File: src/rtl/fft_stage_ctrl.sv
// Stage sequencer for a single shared radix-2 DIF butterfly running an in-place N-point FFT.
// Optional FFT_CTRL_OVF_ABORT_EN: the first qualified butterfly overflow aborts the transform.
module fft_stage_ctrl #(
  parameter int N_LOG2 = 8,
  parameter int BF_LAT = 3,
  parameter int RD_LAT = 1
) (
  input  logic                              clk,
  input  logic                              rst,
  input  logic                              start,
  output logic                              busy,
  output logic                              done,
  output logic                              rd_en,
  output logic [N_LOG2-1:0]                 rd_addr_a,
  output logic [N_LOG2-1:0]                 rd_addr_b,
  output logic [N_LOG2-2:0]                 tw_addr,
  output logic                              bf_en,
  input  logic                              bf_vld_out,
  input  logic                              bf_overflow,
  output logic                              wr_en,
  output logic [N_LOG2-1:0]                 wr_addr_a,
  output logic [N_LOG2-1:0]                 wr_addr_b,
  output logic [$clog2(N_LOG2+1)-1:0]       stage,
  output logic                              ovf,
  output logic                              seq_err
);

  localparam int A    = N_LOG2;
  localparam int TW   = N_LOG2 - 1;
  localparam int SW   = $clog2(N_LOG2 + 1);
  localparam int L    = RD_LAT + BF_LAT;
  localparam int HALF = 1 << (N_LOG2 - 1);
  // Every pipeline slot except the oldest; zero means the current write-back is the last one.
  localparam logic [L-1:0] PEND_MASK = L'((1 << (L - 1)) - 1);

  typedef enum logic [1:0] {IDLE, RUN, DRAIN, FIN} state_t;

  state_t         state;
  logic [A-1:0]   j;
  logic [L-1:0]   vpipe;
  logic [A-1:0]   apipe [L];
  logic [A-1:0]   bpipe [L];
  logic           abort;

  int unsigned    c_stage, c_j, c_span, c_a;
  logic [A-1:0]   nxt_a, nxt_b, nxt_span;
  logic [TW-1:0]  nxt_tw;

`ifdef FFT_CTRL_OVF_ABORT_EN
  assign abort = bf_vld_out & bf_overflow;
`else
  assign abort = 1'b0;
`endif

  // Butterfly j of the current stage; nxt_span is the b-offset of butterfly 0 in the next stage.
  always_comb begin
    c_stage  = 32'(stage);
    c_j      = 32'(j);
    c_span   = 32'(1) << (N_LOG2 - 1 - c_stage);
    c_a      = ((c_j >> (N_LOG2 - 1 - c_stage)) << (N_LOG2 - c_stage)) | (c_j & (c_span - 1));
    nxt_a    = A'(c_a);
    nxt_b    = A'(c_a | c_span);
    nxt_tw   = TW'((c_j & (c_span - 1)) << c_stage);
    nxt_span = A'(c_span >> 1);
  end

  assign bf_en     = vpipe[RD_LAT-1];
  assign wr_en     = vpipe[L-1];
  assign wr_addr_a = wr_en ? apipe[L-1] : '0;
  assign wr_addr_b = wr_en ? bpipe[L-1] : '0;

  always_ff @(posedge clk) begin
    if (rst) begin
      state     <= IDLE;
      busy      <= 1'b0;
      done      <= 1'b0;
      rd_en     <= 1'b0;
      rd_addr_a <= '0;
      rd_addr_b <= '0;
      tw_addr   <= '0;
      j         <= '0;
      stage     <= '0;
      ovf       <= 1'b0;
      seq_err   <= 1'b0;
      vpipe     <= '0;
      for (int unsigned k = 0; k < L; k++) begin
        apipe[k] <= '0;
        bpipe[k] <= '0;
      end
    end else begin
      vpipe[0] <= rd_en;
      apipe[0] <= rd_addr_a;
      bpipe[0] <= rd_addr_b;
      for (int unsigned k = 1; k < L; k++) begin
        vpipe[k] <= vpipe[k-1];
        apipe[k] <= apipe[k-1];
        bpipe[k] <= bpipe[k-1];
      end

      if (bf_vld_out != vpipe[L-1]) seq_err <= 1'b1;
      if (busy && bf_vld_out && bf_overflow) ovf <= 1'b1;

      rd_en     <= 1'b0;
      rd_addr_a <= '0;
      rd_addr_b <= '0;
      tw_addr   <= '0;

      case (state)
        IDLE: begin
          if (start) begin
            state     <= RUN;
            busy      <= 1'b1;
            stage     <= '0;
            j         <= A'(1);
            rd_en     <= 1'b1;
            rd_addr_b <= A'(HALF);
            ovf       <= 1'b0;
            seq_err   <= 1'b0;
          end
        end
        RUN: begin
          if (abort) begin
            state <= FIN;
            busy  <= 1'b0;
            vpipe <= '0;
          end else if (j == A'(HALF)) begin
            state <= DRAIN;
          end else begin
            rd_en     <= 1'b1;
            rd_addr_a <= nxt_a;
            rd_addr_b <= nxt_b;
            tw_addr   <= nxt_tw;
            j         <= j + A'(1);
          end
        end
        DRAIN: begin
          if (abort) begin
            state <= FIN;
            busy  <= 1'b0;
            vpipe <= '0;
          end else if ((vpipe & PEND_MASK) == '0) begin
            if (stage == SW'(N_LOG2 - 1)) begin
              state <= FIN;
              busy  <= 1'b0;
              done  <= 1'b1;
            end else begin
              state     <= RUN;
              stage     <= stage + SW'(1);
              j         <= A'(1);
              rd_en     <= 1'b1;
              rd_addr_b <= nxt_span;
            end
          end
        end
        FIN: begin
          // Normal completion arrives with done already set; an abort arrives with it clear.
          if (done) begin
            done  <= 1'b0;
            state <= IDLE;
            stage <= '0;
          end else begin
            done <= 1'b1;
          end
        end
        default: state <= IDLE;
      endcase
    end
  end

endmodule

File: config.mk
export PLATFORM = sky130hd
export DESIGN_NAME = fft_stage_ctrl
export DESIGN_NICKNAME = d
export VERILOG_FILES = /design/src/rtl/fft_stage_ctrl.sv
export SDC_FILE = /design/constraint.sdc
export NUM_CORES = 1
export LEC_CHECK = 0
export CORE_ASPECT_RATIO = 0.7
export CORE_MARGIN = 1
export CORE_UTILIZATION = 45
export DETAILED_ROUTE_END_ITERATION = 6
export PLACE_DENSITY_LB_ADDON = 0.08
export SETUP_SLACK_MARGIN = 0.1
export SLEW_MARGIN = 5
export SYNTH_ARGS = -nofsm -noshare
export SYNTH_HDL_FRONTEND = slang
export SYNTH_SLANG_ARGS = --single-unit
File: constraint.sdc
create_clock -name clk -period 3.1 [get_ports clk]
set_clock_uncertainty 0.2 [all_clocks]
set_input_delay 0.31 -clock clk [delete_from_list [all_inputs] [get_ports clk]]
set_output_delay 0.31 -clock clk [all_outputs]
set_load 0.02 [all_outputs]
* Yosys cells after proc, flatten, opt, wreduce, memory -nomap -nowiden *
Memories as Yosys holds them, arrays and structs flattened.
Cells that the tools add are included.

operators by class
  add/sub/neg operators = 5
  equality and inequality tests = 13
  shift operators = 4
  multiplexer cells = 53
  bitwise operators = 12
  reductions and logical operators = 14

operators with widths
  cell                   count
  $mux 8                 18
  $pmux 8 s3             2
  $and 8x32->32          1
  $shl 1x32->32 const A  1
  $shl 32x32->8          1
  $shl 32x4->7           1
  $shr 8x32->32          1
  $sub 32x1->32 const B  1
  $mux 1                 19
  $mux 4                 4
  $or 8x8->8             2
  $ne 2x2->1 const B     7
  $pmux 4 s3             1
  $mux 2                 5
  $reduce_and 5->1       2
  $add 8x1->8 const B    1
  $eq 8x8->1 const B     1
  $or 1x1->1             8
  $pmux 2 s4             1
  $reduce_and 4->1       2
  $reduce_bool 3->1      2
  $sub 3x4->5 const A    1
  $sub 4x4->5 const A    1
  $add 4x1->4 const B    1
  13 further kinds       17

word-level totals
  flip-flop bits (word level) = 46
  memory bits (writable) = 64
  input bits = 5
  word-level logic and storage cells = 115
  memories kept = 2

memory list
  name   depth  bits a word  read ports  clocked after Yosys merged registers in  wr ports  RTL line  source
  apipe  4      8            4           0                                        4         41        logic [A-1:0] apipe [L];
  bpipe  4      8            4           0                                        4         42        logic [A-1:0] bpipe [L];

* Logic depth before layout (Yosys ltp) *
Gate-level depths: netlist of run 1.

  depth after elaboration = 8
  mapped depth = 11
  gate-level depth less buffers = 9

* Worst setup path after synthesis of run 1 *
No wires, ideal clock.

  path type = reg2reg
  start = register stage[0]
  end = register tw_addr[6]
  library setup time = 112 ps
  arrival = 2598 ps
  data required time = 2788 ps
  setup slack = 190 ps
  stages on the path, launching flop included = 12
  cells stage by stage = dfxtp_1 > buf_4 > nor2b_1 > buf_2 > nand2_1 > ha_1 > and4bb_2 > a21oi_1 > o32a_1 > o21ai_1 > a211oi_1 > a2111oi_1

between the ends
  longest elaborated chain between the ends = 5

RTL lines
  item                    RTL line  source
  from (decl)             23        output logic [$clog2(N_LOG2+1)-1:0] stage,
  from (signal assigned)  148       stage <= stage + SW'(1);
  $sub 3x4->5             59        c_span = 32'(1) << (N_LOG2 - 1 - c_stage);
  $shl 1x32->32           59
  $sub 32x1->32           63        nxt_tw = TW'((c_j & (c_span - 1)) << c_stage);
  $and 8x32->32           63
  $shl 32x4->7 (*)        63
  to (signal assigned)    132       tw_addr <= nxt_tw;
  to (decl)               16        output logic [N_LOG2-2:0] tw_addr,

Every way passes the cells marked *; elsewhere a longest branch is shown, timed or not.
A chain may end at the register's enable or synchronous reset.

* Worst setup path after layout of run 1 *
  start = register stage[3]
  end = register tw_addr[6]

The elaborated chain is that of the path after synthesis.

==> results.md, run 1 <==
* GRT Total Usage at 22.71%
* CP endpoint: tw_addr[6]
* Detailed-route DRC error count at 7
* Net switching fraction of the power at 31.78%
* Worst skew pair latency at 0.35 ns
* Count of cell types in the netlist at 64
* Minimum clock period at 2.797 ns
* Worst Setup SP: stage[3]
* Syn nets at 543
* Clock transition at the registers of the reported paths at 0.08 ns
* CP Data Required Time at 3.14 ns
* Crit share post-route at 90.22%
* Leakage power at 2.052 nW
* Final setup margin at 0.3031 ns
* Core area at 0.01036 sq mm
* EDFF count, synth at 0
* Post-DRT Antenna Nets at 0
* R2R depth at 9
* Most used DFF post-synth: dfxtp_1
* CTS buffer count at 9
* Post-synthesis mux area share at 2.403%
* Crit-path cells: nor2b_1 > nand2_1 > ha_1 > and4bb_2 > a21oi_1 > o32a_1 > o21ai_1 > a211oi_1 > a2111oi_1
* Dpl cell area at 0.005451 sq mm
* Sw Pwr at 0.001088 W
* Fill cells at 940
* Commonest cells after routing, fill and taps aside: dfxtp_1 (110), nor2b_1 (73), clkdlybuf4s50_1 (53), a21oi_1 (39), nor2_1 (34)
* Endpoints failing hold at 0
* Finish-stage setup viols at 0
* Combinational Power Share at 21.4%
* Setup bufs post-CTS at 0
* Die H at 88.33 um
* Post-CTS Hold Buffers at 0
* Clk sinks at 110
* Ant diodes at 0
* Setup TNS at 0 ns
* Initial antenna violation count at 0
* Synthesized area per cell at 9.074 sq um
* Initial DRC Count at 346
* Max capacitance violation total at 0
* Register bit total from synthesis at 110
* Commonest non-fill, non-tap cell in the layout: dfxtp_1
* Clock power share at 33.6%
* Dpl ws at 0.3638 ns
* Power share of the sequential group at 45.0%
* Final core occ at 55.60%
* # port buffers at 54
* CP delay by family, top: compound AO/OA/AOI/OAI gates
* Critical R2R Launch: stage[3]
* CP peak stage delay at 0.46 ns
* Synth Area in XOR/XNOR at 2.559%
* Worst R2R End: tw_addr[6]
* Mapped Cells at 528
* Final layout net count at 587
* FF-to-FF setup slack at 0.30 ns
* RSZ-0062 raised after global routing: false
* Routed vias/inst at 5.529
* Worst IR Drop VDD at 0.2566 mV
* Vias in the first global route at 3459
* Initial Utilization at 46.26%
* Detailed-route via count at 3920
* Arr. time, crit path at 2.83 ns
* Largest net degree at the start of global routing at 37
* Synth Cell Area at 0.004791 sq mm
* Crit path depth at 9
* Area share of fa/ha/maj cells after synthesis at 2.612%
* Clk root buf: clkbuf_16
* Largest family of logic cells by synthesized area: simple AND/OR/NAND/NOR gates
* GP Congestion at 0.9212
* Final HPWL DP at 8739 um
* Status: complete, but fails checks
* Total global routing overflow at 0
* H-tree depth at 3
* Post-synth ARST share at 0%
* Sequential area share after synthesis at 45.97%
* Slew margin rel. at 60.74%
* Worst Setup Start Kind: register
* Rows at 31
* Synth Area in Simple Gates at 26.56%
* Post-Layout Inst Area at 0.005758 sq mm
* Critical path class: reg -> reg
* Compound-Gate Fraction of Synth Area at 14.96%
* Die Width at 125.3 um
* TritonCTS clock tree: yes
* Failing checks: DRC
* Final wirelength at 12170 um
* I/O Pins at 55
* Type of the tightest min-delay check: in -> reg
* Int Pwr at 0.002336 W
* Cell area power density at 594.6 mW/mm^2
* First-pass GRT wire length at 19090 um
* Worst-Margin Slew at 0.5840 ns
* Pins Over Slew Limit at 0
* Die ar. at 0.01107 sq mm
* Per-cell routed wire length at 17.16 um
* Critical path buffers and inverters at 0
* Synth warnings at 0
* CP max FO at 12
* Fraction of layout cells with a size suffix above 1 at 9.012%
* First-pass DRT Iterations at 7
* FMAX at 357.5 MHz
* Layout area overhead at 20.19%
* Clock buffer depth at 2
* CP max stage cell: dfxtp_1
* Setup crit end kind: register
[kinds of logic (layout without fill, tap and decap cells)]
logic type / after synthesis / count (layout)
AO/OA/AOI/OAI: 109 / 109
XOR/XNOR: 14 / 14
adder cells (fa/ha/maj): 10 / 10
buffers and inverters: 53 / 102
flip-flops: 110 / 110
multiplexers: 10 / 10
AND/OR/NAND/NOR: 222 / 222
[power by group through the flow]
stage	Sequential, W	Clock, W	Combinational, W
2_1_floorplan	0.00159	0	0.000466
3_3_place_gp	0.00157	0	0.000724
3_5_place_dp	0.00157	0	0.000726
4_1_cts	0.00154	0.00118	0.000728
5_1_grt	0.00155	0.00123	0.000813
6_report	0.00154	0.00115	0.000734
[worst reg2reg max path, delay by kind of cell (launching register included)]
family | cells | cell delay [ns]
DFF | 1 | 0.46
AOI/OAI and AO/OA | 5 | 1.04
and+or+nand+nor | 3 | 0.68
adders and majority gates | 1 | 0.31
[synth_stat cells (4+ instances only)]
| library cell | count | share of area (%) |
|---|---|---|
| dfxtp_1 | 110 | 46 |
| nor2b_1 | 73 | 9.5 |
| a21oi_1 | 39 | 4.1 |
| nor2_1 | 34 | 2.7 |
| clkbuf_1 | 25 | 2.0 |
| nand2_1 | 22 | 1.7 |
| and2_1 | 20 | 2.6 |
| nand3_1 | 17 | 1.8 |
| inv_1 | 14 | 1.1 |
| o21ai_0 | 13 | 1.4 |
| nand2b_1 | 11 | 1.4 |
| nor3_1 | 11 | 1.1 |
| xnor2_1 | 11 | 2.0 |
| ha_1 | 10 | 2.6 |
| a211oi_1 | 7 | 1.1 |
| and3_1 | 7 | 0.91 |
| mux2i_1 | 7 | 1.5 |
| buf_2 | 6 | 0.63 |
| o21ai_1 | 6 | 0.63 |
| a31oi_1 | 5 | 0.65 |
| o21a_1 | 5 | 0.78 |
| o32ai_1 | 5 | 0.91 |
| buf_4 | 4 | 0.63 |
| nand4_1 | 4 | 0.52 |
| o22ai_1 | 4 | 0.52 |
[worst min path at each step]
stage / startpoint / end / slack [ns] / cells past startpoint
global route: rst / stage[1] / 0.23 / 2
finish: rst / bpipe[0][14] / 0.21 / 2
CTS: rst / stage[1] / 0.21 / 2
global placement: bpipe[0][8] / bpipe[0][16] / 0.22 / 1
floorplan: start / seq_err / 0.21 / 1
detailed placement: apipe[0][16] / apipe[0][24] / 0.22 / 1
[routing by layer]
layer | wire length [um] | track usage [%] | up-vias
li1 | - | - | 1903
met2 | 5138 | 34.23 | 152
met1 | 6035 | 32.38 | 1856
met4 | 99 | 5.211 | 0
met3 | 894 | 6.227 | 9
met5 | 0 | 0 | -
[layout make-up]
class	count	area, sq um	share of cell area [%]
tap	132	165.2	2.868
multi-input combinational	365	2355	40.90
inverter	15	56.30	0.9778
sequential	110	2202	38.24
clock inverter	7	78.83	1.369
clock buffer	9	225.2	3.911
timing repair buffer	71	675.6	11.73
[through the flow]
step                total power [W]  hold WS [ns]  std cells
floorplan                  0.002060        0.2056        528
global placement           0.002294        0.2157        693
detailed placement         0.002300        0.2223        693
CTS                        0.003448        0.2072        709
global route               0.003594        0.2277        709
finish                     0.003424        0.2060        709
[flip-flops by register name, indices dropped and copies added (netlist names)]
signal     cells
vpipe          4
rd_addr_b      8
state          2
j              8
done           1
apipe         32
stage          4
seq_err        1
rd_addr_a      8
tw_addr        7
rd_en          1
busy           1
bpipe         32
ovf            1
[timing repair]
action                                 4_1_cts  5_1_grt
endpoints found under the hold margin        0        0
setup endpoints to repair                    0        1
resized for setup                            0        1
No activity file was read; power rests on OpenSTA's default activity.
==> run 2: changes to the inputs <==
Settings changed: CTS_CLUSTER_SIZE set to 14.
==> results of run 2 <==
Same layout as run 1: the final DEF is identical, and so are final timing and power.
